<file path="src/rtl/uart_mmio_pkg.sv">
// Shared definitions for the memory-mapped UART transmitter: FSM state
// encoding, register offsets relative to BASE_ADDR and STATUS bit positions.
// The PARITY state exists only when UART_TX_PARITY_EN is defined.
package uart_mmio_pkg;

    typedef enum logic [2:0] {
        S_IDLE,
        S_START,
        S_DATA,
`ifdef UART_TX_PARITY_EN
        S_PARITY,
`endif
        S_STOP
    } uart_state_t;

    // Register byte offsets from BASE_ADDR
    localparam logic [31:0] UART_DATA_OFS   = 32'd0;
    localparam logic [31:0] UART_STATUS_OFS = 32'd4;

    // STATUS register bit positions; occupancy lives in bits [7:4]
    localparam int ST_BUSY  = 0;
    localparam int ST_FULL  = 1;
    localparam int ST_EMPTY = 2;
    localparam int ST_OVF   = 3;

endpackage

</file>
<file path="src/rtl/sync_fifo.sv">
// Single-clock FIFO with occupancy count. Pointers carry one extra wrap bit
// so full and empty are distinguished without a separate flag. Push and pop
// are gated internally by the pre-edge full/empty state, so a push into a
// full FIFO is rejected even when a pop happens on the same edge.
module sync_fifo #(
    parameter int WIDTH = 8,
    parameter int DEPTH = 4
) (
    input  logic                     clk,
    input  logic                     reset,
    input  logic                     push,
    input  logic [WIDTH-1:0]         push_data,
    input  logic                     pop,
    output logic [WIDTH-1:0]         pop_data,
    output logic                     full,
    output logic                     empty,
    output logic [$clog2(DEPTH):0]   count
);

    localparam int AW = $clog2(DEPTH);
    localparam logic [AW:0] FULL_COUNT = (AW + 1)'(DEPTH);

    logic [WIDTH-1:0] mem [DEPTH];
    logic [AW:0]      wr_ptr;
    logic [AW:0]      rd_ptr;
    logic             do_push;
    logic             do_pop;

    assign count    = wr_ptr - rd_ptr;
    assign full     = (count == FULL_COUNT);
    assign empty    = (wr_ptr == rd_ptr);
    assign do_push  = push && !full;
    assign do_pop   = pop && !empty;
    assign pop_data = mem[rd_ptr[AW-1:0]];

    // Pointer update; synchronous active-low reset empties the queue
    always_ff @(posedge clk) begin
        // NOTE: sequential state always uses non-blocking assignments so every
        // register samples pre-edge values regardless of statement order.
        if (!reset) begin
            wr_ptr <= '0;
            rd_ptr <= '0;
        end else begin
            if (do_push) wr_ptr <= wr_ptr + 1'b1;
            if (do_pop)  rd_ptr <= rd_ptr + 1'b1;
        end
    end

    // Storage write
    always_ff @(posedge clk) begin
        // NOTE: the storage array is deliberately not reset; the pointers
        // define which entries are valid, and leaving it unreset lets it map
        // onto plain RAM/register files without reset wiring.
        if (do_push) mem[wr_ptr[AW-1:0]] <= push_data;
    end

endmodule

</file>
<file path="src/rtl/uart_tx_mmio.sv">
// Memory-mapped UART transmitter sitting beside dmem on the core data bus.
// DATA (BASE_ADDR) writes queue a byte; STATUS (BASE_ADDR+4) reads return
// {count, ovf, empty, full, busy}; writing STATUS with bit 3 set clears ovf.
// Bytes go out 8N1, LSB first. Define UART_TX_PARITY_EN to insert an
// even-parity bit between the data bits and the stop bit (8E1).
module uart_tx_mmio
    import uart_mmio_pkg::*;
#(
    parameter logic [31:0] BASE_ADDR  = 32'hFFFF_0000,
    parameter int          BAUD_DIV   = 434,
    parameter int          FIFO_DEPTH = 4
) (
    input  logic        clk,
    input  logic        reset,
    input  logic        MemWrite,
    input  logic [31:0] DataAdr,
    input  logic [31:0] WriteData,
    output logic [31:0] ReadData,
    output logic        sel,
    output logic        tx,
    output logic        busy
);

    localparam int CNT_W = $clog2(BAUD_DIV);
    localparam int FCW   = $clog2(FIFO_DEPTH) + 1;
    localparam logic [CNT_W-1:0] BAUD_LAST = CNT_W'(BAUD_DIV - 1);

    // ---------------- bus decode ----------------
    logic data_hit;
    logic status_hit;
    logic data_wr;
    logic status_wr;

    assign data_hit   = (DataAdr == BASE_ADDR + UART_DATA_OFS);
    assign status_hit = (DataAdr == BASE_ADDR + UART_STATUS_OFS);
    assign sel        = data_hit || status_hit;
    assign data_wr    = MemWrite && data_hit;
    assign status_wr  = MemWrite && status_hit;

    // Only the low byte (DATA) and bit 3 (ovf clear) of the write bus matter
    logic unused_wdata;
    assign unused_wdata = ^WriteData[31:8];

    // ---------------- byte queue ----------------
    logic           fifo_pop;
    logic [7:0]     fifo_head;
    logic           fifo_full;
    logic           fifo_empty;
    logic [FCW-1:0] fifo_count;

    sync_fifo #(
        .WIDTH (8),
        .DEPTH (FIFO_DEPTH)
    ) u_fifo (
        .clk       (clk),
        .reset     (reset),
        .push      (data_wr),
        .push_data (WriteData[7:0]),
        .pop       (fifo_pop),
        .pop_data  (fifo_head),
        .full      (fifo_full),
        .empty     (fifo_empty),
        .count     (fifo_count)
    );

    // ---------------- overflow flag ----------------
    logic ovf;

    // Sticky overflow: set by a DATA write that finds the queue full
    always_ff @(posedge clk) begin
        if (!reset) begin
            ovf <= 1'b0;
        end else if (data_wr && fifo_full) begin
            ovf <= 1'b1;
        end else if (status_wr && WriteData[ST_OVF]) begin
            ovf <= 1'b0;
        end
    end

    // ---------------- transmitter FSM ----------------
    uart_state_t    state, state_n;
    logic [CNT_W-1:0] baud_cnt, baud_n;
    logic [2:0]     bit_idx, bit_n;
    logic [7:0]     shift, shift_n;
    logic           tx_q, tx_n;
    logic           baud_last;
`ifdef UART_TX_PARITY_EN
    logic           par_q, par_n;
`endif

    assign baud_last = (baud_cnt == BAUD_LAST);

    // State, shifter, baud counter and registered tx line
    always_ff @(posedge clk) begin
        if (!reset) begin
            state    <= S_IDLE;
            baud_cnt <= '0;
            bit_idx  <= '0;
            shift    <= '0;
            tx_q     <= 1'b1;
`ifdef UART_TX_PARITY_EN
            par_q    <= 1'b0;
`endif
        end else begin
            state    <= state_n;
            baud_cnt <= baud_n;
            bit_idx  <= bit_n;
            shift    <= shift_n;
            tx_q     <= tx_n;
`ifdef UART_TX_PARITY_EN
            par_q    <= par_n;
`endif
        end
    end

    // Next-state logic; the head byte is popped when a frame starts
    always_comb begin
        // NOTE: every output of this block gets a default first, so no path
        // leaves a signal unassigned and no latch is inferred.
        state_n  = state;
        baud_n   = baud_last ? '0 : baud_cnt + 1'b1;
        bit_n    = bit_idx;
        shift_n  = shift;
        fifo_pop = 1'b0;
`ifdef UART_TX_PARITY_EN
        par_n    = par_q;
`endif
        case (state)
            S_IDLE: begin
                baud_n = '0;
                if (!fifo_empty) begin
                    fifo_pop = 1'b1;
                    shift_n  = fifo_head;
`ifdef UART_TX_PARITY_EN
                    par_n    = ^fifo_head;
`endif
                    state_n  = S_START;
                end
            end
            S_START: begin
                if (baud_last) begin
                    state_n = S_DATA;
                    bit_n   = '0;
                end
            end
            S_DATA: begin
                if (baud_last) begin
                    shift_n = {1'b0, shift[7:1]};
                    bit_n   = bit_idx + 1'b1;
                    if (bit_idx == 3'd7) begin
`ifdef UART_TX_PARITY_EN
                        state_n = S_PARITY;
`else
                        state_n = S_STOP;
`endif
                    end
                end
            end
`ifdef UART_TX_PARITY_EN
            S_PARITY: begin
                if (baud_last) state_n = S_STOP;
            end
`endif
            S_STOP: begin
                if (baud_last) begin
                    if (!fifo_empty) begin
                        // Back-to-back: next START follows STOP with no gap
                        fifo_pop = 1'b1;
                        shift_n  = fifo_head;
`ifdef UART_TX_PARITY_EN
                        par_n    = ^fifo_head;
`endif
                        state_n  = S_START;
                    end else begin
                        state_n  = S_IDLE;
                    end
                end
            end
            default: begin
                state_n = S_IDLE;
                baud_n  = '0;
            end
        endcase
    end

    // Line level for the next state, registered so tx is glitch-free
    always_comb begin
        case (state_n)
            S_START:  tx_n = 1'b0;
            S_DATA:   tx_n = shift_n[0];
`ifdef UART_TX_PARITY_EN
            S_PARITY: tx_n = par_n;
`endif
            default:  tx_n = 1'b1;
        endcase
    end

    assign tx   = tx_q;
    assign busy = (state != S_IDLE) || !fifo_empty;

    // ---------------- STATUS / read mux ----------------
    logic [31:0] status;

    // STATUS word assembled from pre-edge registered state
    always_comb begin
        status           = '0;
        status[ST_BUSY]  = busy;
        status[ST_FULL]  = fifo_full;
        status[ST_EMPTY] = fifo_empty;
        status[ST_OVF]   = ovf;
        status[7:4]      = 4'(fifo_count);
    end

    assign ReadData = status_hit ? status : 32'd0;

endmodule
</file>
<file path="config.mk">
export PLATFORM = sky130hd
export DESIGN_NAME = uart_tx_mmio
export DESIGN_NICKNAME = d
export VERILOG_FILES = /design/src/rtl/uart_mmio_pkg.sv /design/src/rtl/sync_fifo.sv /design/src/rtl/uart_tx_mmio.sv
export SDC_FILE = /design/constraint.sdc
export NUM_CORES = 1
export LEC_CHECK = 0
export BUFFER_PORTS_ARGS = -buffer_cell sky130_fd_sc_hd__buf_4
export CAP_MARGIN = 20
export CORE_MARGIN = 2
export CORE_UTILIZATION = 35
export CTS_CLUSTER_DIAMETER = 100
export DETAILED_ROUTE_END_ITERATION = 8
export GPL_ROUTABILITY_DRIVEN = 0
export HOLD_SLACK_MARGIN = 0.03
export SETUP_SLACK_MARGIN = 0.1
export SLEW_MARGIN = 10
export SYNTH_ARGS = -nofsm -noshare
export SYNTH_HDL_FRONTEND = slang
export SYNTH_HIERARCHICAL = 1
export SYNTH_SLANG_ARGS = --single-unit
</file>
<file path="constraint.sdc">
create_clock -name clk -period 6.19 [get_ports clk]
set_clock_uncertainty 0.05 [all_clocks]
set_input_delay 0.9285 -clock clk [delete_from_list [all_inputs] [get_ports clk]]
set_output_delay 0.9285 -clock clk [all_outputs]
set_load 0.01 [all_outputs]
</file>
==> results.md <==
* Post-layout nets at about 410
* Clock-pin transition on the worst setup and hold timing paths at around 0.080 ns
* Die Wd at roughly 100 um
* Critical-path top delay cell: fa_1
* Starting density of the core at between 30% and 40%
* Combinational share of power at under 10%
* CP Launch Point: u_fifo/wr_ptr[0]
* Tcrit/Tclk final at between 50% and 60%
* Final setup vio count at 0
* IO Count at a little over 100
* Root Driver: clkbuf_8
* CP dominant cell by count: inv_1
* Sw frac at approximately 23%
* Worst slew pin tran at about 0.6 ns
* Reg-to-Reg Start: u_fifo/wr_ptr[0]
* Wirelength, routed at about 5700 um
* Max stage delay on crit path at about 0.43 ns
* Post-CTS sizing at 0
* Fin. Hold Viols at 0
* Postcts setup bufs at 0
* Leakage at between 1 and 1.5 nW
* Synth Register Bits at 65
* # rows at 35
* Top_reg_cell synth: dfxtp_1
* Std-Cell Core Area at approximately 9100 sq um
* EDFF count, synth at 32
* Hold buffer count at cts at 0
* Clk Latency, worst-skew pair at about 0.35 ns
* Worst Hold Class: flop to flop
* # DRC at 0
* Drt first pass iters at 4
* Power consumption at about 0.8 mW
* Drt wl/cell at 12.6 um
* Area delta synth->final at 17.5%
* CTS tree: yes
* Syn. warnings at 6
* HP Start: shift[7]
* Vias in the first global route at between 1,500 and 2,000
* Critical path cell sequence: inv_1 > ha_1 > inv_1 > fa_1 > nor2b_1 > nand2_2 > inv_1 > and3_1 > buf_4
* Yosys cell types at roughly 50
* Syn Std Cell Area at approximately 3200 sq um
* Clock Sinks at 65
* Critical path arrival at 2.33 ns
* First-pass GRT wire length at 9480 um
* Most frequent cells in the layout: 52 x buf_4, 33 x dfxtp_1, 32 x edfxtp_1
* Int Pwr at 0.628 mW
* Num CTS Buffers at 9
* CP Capture Type: output pin
* Outcome: complete, no violations
* Mapped Cells at between 200 and 300
* Post-synthesis sequential area ratio at ~50%
* Max-slew violation count at 0
* Die height at 100 um
* All-Layer GR Usage at 12.2%
* Rel. slew slack at between 50% and 60%
* Grt ovf at 0
* Port bufs at 52
* DRT iter0 DRCs at 65
* H-tree depth at 3
* Largest net degree at the start of global routing at 23
* Final ANT Viol Nets at 0
* Peak Freq at ~300 MHz
* Initial antenna violation count at 0
* Via density per instance at 4.67
* Dpl hpwl at 4090 um
* Max Root-Sink Buffers at 2
* # diodes at 0
* Final Core Density at about two fifths
* Worst VDD drop at about 0.00011 V
* Critical path buffers and inverters at 4
* CP top delay family: adder cells
* Period minus WS final at 3.31 ns
* Critical path launch point type: flop
* Layout cells sized above 1 at around a quarter
* Die area at roughly 10,000 sq um
* Sequential Power Share at 55.5%
* Commonest non-fill, non-tap cell in the layout: buf_4
* Max-Cap Viols at 0
* Syn_area_per_cell at ~12 sq um
* Req. time, crit path at about 5.2 ns
* Net Sw Power at ~0.19 mW
* RSZ-0062 raised after global routing: false
* PD cells at around 210 nW/um^2
* Clock Power Share at between 40% and 50%
* Crit path max fanout at 7
* Ys async rst share at 0%
* Setup tns final at 0 ns
* Crit path kind: flop to output pin
* WHS at roughly 0.43 ns
* Routed vias at 2,106
-- routing by layer --
layer  wire [um]  GRT usage [%]  share of wire, %
met3         203           3.97               3.6
met1        2560           14.8                45
met4          46           5.06              0.81
met5           0              0                 0
met2        2860           20.1                50
-- through the flow --
step,std cells,cell area (sq um),setup slack (ns)
finish,451,3800,2.88
global placement,435,3620,2.97
global route,451,3800,2.70
CTS,451,3800,2.87
detailed placement,435,3620,2.96
floorplan,306,3330,3.26
-- power groups by stage --
| stage | clock network [mW] | logic, mW | registers (mW) |
|---|---|---|---|
| global route | 0.357 | 0.0396 | 0.451 |
| floorplan | 0 | 0.0223 | 0.461 |
| detailed placement | 0 | 0.0357 | 0.461 |
| global placement | 0 | 0.0349 | 0.461 |
| CTS | 0.337 | 0.0357 | 0.451 |
| finish | 0.327 | 0.0357 | 0.451 |
-- sequential cells by signal, summed over array words and instances (netlist names), named ones only --
register / count
u_fifo/wr_ptr: 3
tx: 1
baud_cnt: 9
state: 3
u_fifo/rd_ptr: 3
shift: 8
ovf: 1
bit_idx: 3
u_fifo/mem: 32
-- worst paths after layout --
| check | to | slack (ns) | depth (start not counted) |
|---|---|---|---|
| worst max register to register | u_fifo/mem[0][3] | 3.86 | 7 |
| worst max-delay path | ReadData[1] | 2.88 | 9 |
| worst min register to register | shift[7] | 0.43 | 2 |
| worst min-delay path | shift[7] | 0.43 | 2 |
-- cell families (layout without fill, tap and decap cells) --
family	Yosys count	in the layout	synth area share (%)
buffers and inverters	43	77	8.39
AOI/OAI and AO/OA	30	30	7.00
adders and majority gates	12	12	4.87
muxes	12	12	6.81
other	1	26	0.116
xor gates and xnor gates	13	13	3.98
DFF	65	65	50.1
and+or+nand+nor	105	105	18.7
-- area by class of cell --
| class | count | area (sq um) |
|---|---|---|
| clock inverters | 5 | 40.0 |
| multi-input cells | 198 | 1440 |
| fillers | 865 | 5310 |
| inverters | 9 | 33.8 |
| repair buffers | 52 | 390 |
| clock buffers | 11 | 141 |
| well taps | 111 | 139 |
| flip-flops and latches | 65 | 1620 |
-- synthesized netlist by cell type (5+ instances only) --
library cell | n | share of area (%)
dfxtp_1 | 33 | 20
edfxtp_1 | 32 | 30
buf_4 | 25 | 5.8
nor2_1 | 21 | 2.4
nand2_1 | 13 | 1.5
and3_1 | 12 | 2.3
nand3_1 | 12 | 1.9
ha_1 | 11 | 4.3
inv_1 | 9 | 1.0
nand2b_1 | 9 | 1.7
a21boi_0 | 8 | 1.9
mux4_2 | 8 | 5.6
nor2b_1 | 7 | 1.4
xnor2_1 | 7 | 1.9
a22oi_1 | 6 | 1.4
and2_1 | 6 | 1.2
nand4_1 | 6 | 1.2
xor2_1 | 5 | 1.4
-- worst register-to-register path, cell delays in order (launching register included) --
cell     delay (ns)
dfxtp_1        0.37
inv_1          0.11
ha_1           0.21
inv_1          0.06
fa_1           0.43
nor2b_1        0.28
nand2_2        0.16
and3_1         0.36
(Power assumes the default switching activity.)
